[src/rtl/char_pkg.sv]
// Purpose: class codes, the default idle byte and the byte classifier shared by the feeder and the recognizer.
// Latency: n/a (types, constants and a pure combinational function).
// Backpressure: n/a.
package char_pkg;

  // Two-bit class code carried alongside every character; 2'b11 is never produced.
  typedef enum logic [1:0] {
    CLS_OTHER  = 2'b00,
    CLS_LETTER = 2'b01,
    CLS_DIGIT  = 2'b10
  } char_class_e;

  // Filler byte emitted while no data is buffered; the recognizer treats it as OTHER.
  localparam logic [7:0] DEFAULT_IDLE_CHAR = 8'h00;

  // ASCII letters and digits get their own class; everything else, including
  // any byte with the top bit set, falls into OTHER.
  function automatic char_class_e classify(input logic [7:0] b);
    char_class_e c;
    c = CLS_OTHER;
    if ((b >= 8'h41 && b <= 8'h5A) || (b >= 8'h61 && b <= 8'h7A)) begin
      c = CLS_LETTER;
    end else if (b >= 8'h30 && b <= 8'h39) begin
      c = CLS_DIGIT;
    end
    return c;
  endfunction

endpackage

[src/rtl/char_fifo.sv]
// Purpose: byte FIFO that drains its head every cycle it holds data.
// Latency: a byte written at edge N can be popped at edge N+1 at the earliest.
// Backpressure: writes are refused while full, even if a pop frees a slot in the same cycle.
module char_fifo #(
  parameter int DEPTH = 4
) (
  input  logic                         clk,
  input  logic                         reset,
  input  logic                         i_wr_vld,
  input  logic [7:0]                   i_wr_dat,
  output logic                         o_pop,
  output logic [7:0]                   o_head,
  output logic                         o_full,
  output logic                         o_empty,
  output logic [$clog2(DEPTH+1)-1:0]   o_count
);

  localparam int AW = $clog2(DEPTH);
  localparam int CW = $clog2(DEPTH + 1);

  logic [7:0]    r_mem [DEPTH];
  logic [AW-1:0] r_wr_ptr;
  logic [AW-1:0] r_rd_ptr;
  logic [CW-1:0] r_count;
  logic          w_push;

  // Full is judged on the registered count only, so a same-cycle pop never lets a write in.
  assign o_full  = (r_count == CW'(DEPTH));
  assign o_empty = (r_count == '0);
  assign w_push  = i_wr_vld && !o_full;
  assign o_pop   = !o_empty;
  assign o_head  = r_mem[r_rd_ptr];
  assign o_count = r_count;

  // Storage is not reset; the pointers and count decide which entries are meaningful.
  always_ff @(posedge clk) begin
    if (w_push) begin
      r_mem[r_wr_ptr] <= i_wr_dat;
    end
  end

  // Pointers wrap independently (DEPTH is a power of two); count tracks push minus pop.
  always_ff @(posedge clk) begin
    if (reset) begin
      r_wr_ptr <= '0;
      r_rd_ptr <= '0;
      r_count  <= '0;
    end else begin
      if (w_push) begin
        r_wr_ptr <= r_wr_ptr + AW'(1);
      end
      if (o_pop) begin
        r_rd_ptr <= r_rd_ptr + AW'(1);
      end
      case ({w_push, o_pop})
        2'b10:   r_count <= r_count + CW'(1);
        2'b01:   r_count <= r_count - CW'(1);
        default: r_count <= r_count;
      endcase
    end
  end

endmodule

[src/rtl/char_feeder.sv]
// Purpose: buffers a bursty byte stream and feeds one classified character per cycle to the recognizer (optional CHAR_FOLD_EN lowercases A-Z on output).
// Latency: byte accepted at edge N appears on char_out after edge N+1; idle filler whenever the FIFO is empty.
// Backpressure: in_ready = !full from the registered count; the downstream side never stalls.
module char_feeder
  import char_pkg::*;
#(
  parameter int         DEPTH     = 4,
  parameter logic [7:0] IDLE_CHAR = DEFAULT_IDLE_CHAR
) (
  input  logic                        clk,
  input  logic                        reset,
  input  logic [7:0]                  in_data,
  input  logic                        in_valid,
  output logic                        in_ready,
  output logic [7:0]                  char_out,
  output logic                        char_valid,
  output logic [1:0]                  char_class,
  output logic [$clog2(DEPTH+1)-1:0]  level
);

  logic                        w_pop;
  logic [7:0]                  w_head;
  logic                        w_full;
  logic                        w_empty;
  logic [$clog2(DEPTH+1)-1:0]  w_count;
  logic [7:0]                  w_char;
  char_class_e                 w_class;

  logic [7:0]  r_char_out;
  logic        r_char_valid;
  char_class_e r_char_class;

  char_fifo #(
    .DEPTH (DEPTH)
  ) u_fifo (
    .clk      (clk),
    .reset    (reset),
    .i_wr_vld (in_valid),
    .i_wr_dat (in_data),
    .o_pop    (w_pop),
    .o_head   (w_head),
    .o_full   (w_full),
    .o_empty  (w_empty),
    .o_count  (w_count)
  );

  assign in_ready   = !w_full;
  assign level      = w_count;
  assign char_out   = r_char_out;
  assign char_valid = r_char_valid;
  assign char_class = r_char_class;

  // Classify and (optionally) fold the FIFO head; folding never changes the class.
  always_comb begin
    w_class = classify(w_head);
    w_char  = w_head;
`ifdef CHAR_FOLD_EN
    if (w_head >= 8'h41 && w_head <= 8'h5A) begin
      w_char = w_head + 8'h20;
    end
`else
    // Output is the stored byte untouched.
`endif
  end

  // Output register: load the head on every pop, otherwise emit the idle filler.
  always_ff @(posedge clk) begin
    if (reset) begin
      r_char_out   <= IDLE_CHAR;
      r_char_valid <= 1'b0;
      r_char_class <= CLS_OTHER;
    end else if (w_pop) begin
      r_char_out   <= w_char;
      r_char_valid <= 1'b1;
      r_char_class <= w_class;
    end else begin
      r_char_out   <= IDLE_CHAR;
      r_char_valid <= 1'b0;
      r_char_class <= CLS_OTHER;
    end
  end

  // w_empty is the complement of w_pop; kept as a named net for readability of the FIFO interface.
  logic w_unused;
  assign w_unused = w_empty;

endmodule

[config.mk]
export PLATFORM = sky130hd
export DESIGN_NAME = char_feeder
export DESIGN_NICKNAME = d
export VERILOG_FILES = /design/src/rtl/char_pkg.sv /design/src/rtl/char_fifo.sv /design/src/rtl/char_feeder.sv
export SDC_FILE = /design/constraint.sdc
export NUM_CORES = 1
export LEC_CHECK = 0
export ABC_AREA = 0
export CAP_MARGIN = 20
export CORE_MARGIN = 4
export CORE_UTILIZATION = 40
export CTS_CLUSTER_DIAMETER = 40
export CTS_CLUSTER_SIZE = 28
export DETAILED_ROUTE_END_ITERATION = 8
export GPL_TIMING_DRIVEN = 0
export SLEW_MARGIN = 20
export SYNTH_ARGS = -nofsm -noshare
export SYNTH_HDL_FRONTEND = slang
export SYNTH_SLANG_ARGS = --single-unit
[constraint.sdc]
create_clock -name clk -period 2.2 [get_ports clk]
set_input_delay 0.44 -clock clk [delete_from_list [all_inputs] [get_ports clk]]
set_output_delay 0.44 -clock clk [all_outputs]
set_load 0.01 [all_outputs]
==> qor.yml <==
status: "complete, no violations"
synthXorXnorAreaFrac: 0.0223
drv_cap: 0
post_route_cells_drive_above_1_share: 0.178
hpwlAfterDp_mm: 2.21
vdd.ir_drop.worst_v: 0.000424
synth_area_leaders: "edfxtp_1 49%, dfxtp_1 20%, mux4_1 5.3%"
synth_compound_area_frac: 0.0127
drtPass1Iterations: 4
ant_nets: 0
die_w_um: 78.1
final_common_cell: "edfxtp_1"
n_fill_cell: 424
clkTransAtPathRegs_ns: 0.08
slew_headroom: 0.697
synth_top_family_by_area: "simple AND/OR/NAND/NOR gates"
min_period_ns: 2.13
p_leak_nw: 0.870
yosysSeqAreaShare: 0.692
tritoncts: "done"
syn_area_per_cell_um2: 16.1
antenna_cells: 0
setup_viol: 0
synth_adder_area_share: 0.0420
cp-end-kind: "register"
power.total_mw: 2.72
dieArea_um2: 6110
pwr_density_cell_nw_per_um2: 1110
hold_ws_ns: 0.417
core_area_um2: 4750
worst_slack_ns: 0.0669
overflow: 0
cp.arrival_ns: 2.36
clk_path_buf_depth: 2
critPathLaunchType: "register"
layout_common_cells: "32 x edfxtp_1, 24 x clkdlybuf4s50_1, 17 x dfxtp_1"
vias: 1042
critPathKind: "register to register"
fin_crit_sh: 0.970
synth_area_um2: 1970
pre_cts_ws_ns: -0.225
fmax_mhz: 469
syn_nets: 139
cts_hold_buf: 0
die_h_um: 78.1
grt_usage: 0.110
dpl_cell_area_um2: 2310
synthSimpleGateAreaFrac: 0.104
grt_pass1_vias: 1048
drt_wl_total_mm: 3.20
max_slew.worst_pin.slew_ns: 0.455
hold_viol_final: 0
gp_congestion: 0.679
required_ns: 2.42
antenna_found_initial: 0
avgViaCountPerCell: 4.65
hold_path.class: "input port to register"
skew_ns: 0.00729
drc_errors: 0
synth_top_area_frac: 0.488
cts-root-buf: "clkbuf_8"
pin_count: 26
areaGrowthSynthToFinish_pct: 24.3
grt_first_pass_wirelength_mm: 5.15
nets: 173
grt_setup_unrepaired: "yes"
clock_latency_ns: 0.30
grt_max_degree: 16
drt-wirelength-per-cell_um: 14.3
cts_max_level: 2
synth.distinct_cells: 27
design_area_um2: 2450
initial_core_util: 0.414
place_inst: 213
portBuffers: 24
crit_path_max_fanout: 3
syn_inst: 122
cts_made_buffers: 5
drt_iter0_drc: 16
yosys_warnings: 0
rows: 25
synth_top_area_cell: "edfxtp_1"
final_cells: 224
synth_seq_cells: 52
drv_slew: 0
cts.sinks: 52
muxShareOfSynthArea: 0.0992
[layer usage]
metal	share of wire	track usage
met4	0.013	0.0367
met5	0	0
met3	0.045	0.0378
met2	0.49	0.182
met1	0.45	0.136
[worst paths after layout]
path | from | to | slack (ns) | cells after the start
worst min register to register | u_fifo.o_count[2]$_SDFFE_PP0P_ | u_fifo.o_count[2]$_SDFFE_PP0P_ | 0.51 | 2
worst max-delay path | u_fifo.o_count[0]$_SDFFE_PP0P_ | u_fifo.o_count[2]$_SDFFE_PP0P_ | 0.07 | 9
worst max register to register | u_fifo.o_count[0]$_SDFFE_PP0P_ | u_fifo.o_count[2]$_SDFFE_PP0P_ | 0.07 | 9
worst min-delay path | reset | u_fifo.o_count[2]$_SDFFE_PP0P_ | 0.42 | 2
[critical path, stage by stage (launching register included)]
cell	delay, ns
dfxtp_4	0.35
or3b_4	0.39
and2_4	0.17
inv_4	0.06
ha_4	0.13
inv_1	0.05
fa_2	0.33
xor2_1	0.15
or3_1	0.31
a21oi_1	0.12
[cells in the mapped netlist (all sizes together)]
cell type / instances
edfxtp: 32
dfxtp: 20
and2: 9
nor2: 9
mux4: 8
inv: 6
ha: 5
nand2: 5
a21oi: 4
and3: 4
buf: 4
xor2: 3
or3: 2
xnor2: 2
and4: 1
clkbuf: 1
fa: 1
nor2b: 1
nor4: 1
nor4b: 1
o21ai: 1
or2: 1
or3b: 1
[repair_timing]
| action | 4_1_cts | 5_1_grt |
|---|---|---|
| pin swaps | 1 | 1 |
| setup endpoints to repair | 1 | 1 |
| gates resized for setup | 2 | 3 |
| buffers inserted | 2 | 1 |
[state kept, by name (all words and copies together) (netlist names), named ones only]
register         cells
char_class           2
char_out             8
char_valid           1
u_fifo.o_count       3
u_fifo.r_mem        32
u_fifo.r_rd_ptr      2
u_fifo.r_wr_ptr      2
[kinds of logic after synthesis]
| kind of cell | Yosys count |
|---|---|
| AO/OA/AOI/OAI | 5 |
| XOR/XNOR | 5 |
| adder cells (fa/ha/maj) | 6 |
| buffers and inverters | 11 |
| flip-flops | 52 |
| multiplexers | 8 |
| AND/OR/NAND/NOR | 35 |
[final cells by class]
cell class	instances	area [um^2]	area share
timing repair buffer	27	263	0.107
sequential	52	1370	0.560
inverter	6	25.0	0.0102
tap	67	83.8	0.0343
clock buffer	8	101	0.0414
buffer	5	32.5	0.0133
multi-input combinational	59	572	0.234
[through the flow]
stage,util,setup TNS [ns]
6_report,0.515,0
5_1_grt,0.515,-0.0134
4_1_cts,0.510,0
3_5_place_dp,0.485,-0.281
3_3_place_gp,0.485,-0.180
2_1_floorplan,-,0
[power by group]
group | leakage [nW] | internal, mW | switching [mW]
Sequential | 0.459 | 1.22 | 0.0596
Combinational | 0.360 | 0.457 | 0.410
Clock | 0.0506 | 0.295 | 0.285
Total | 0.870 | 1.97 | 0.755
Power figures use the tool's default switching activity.
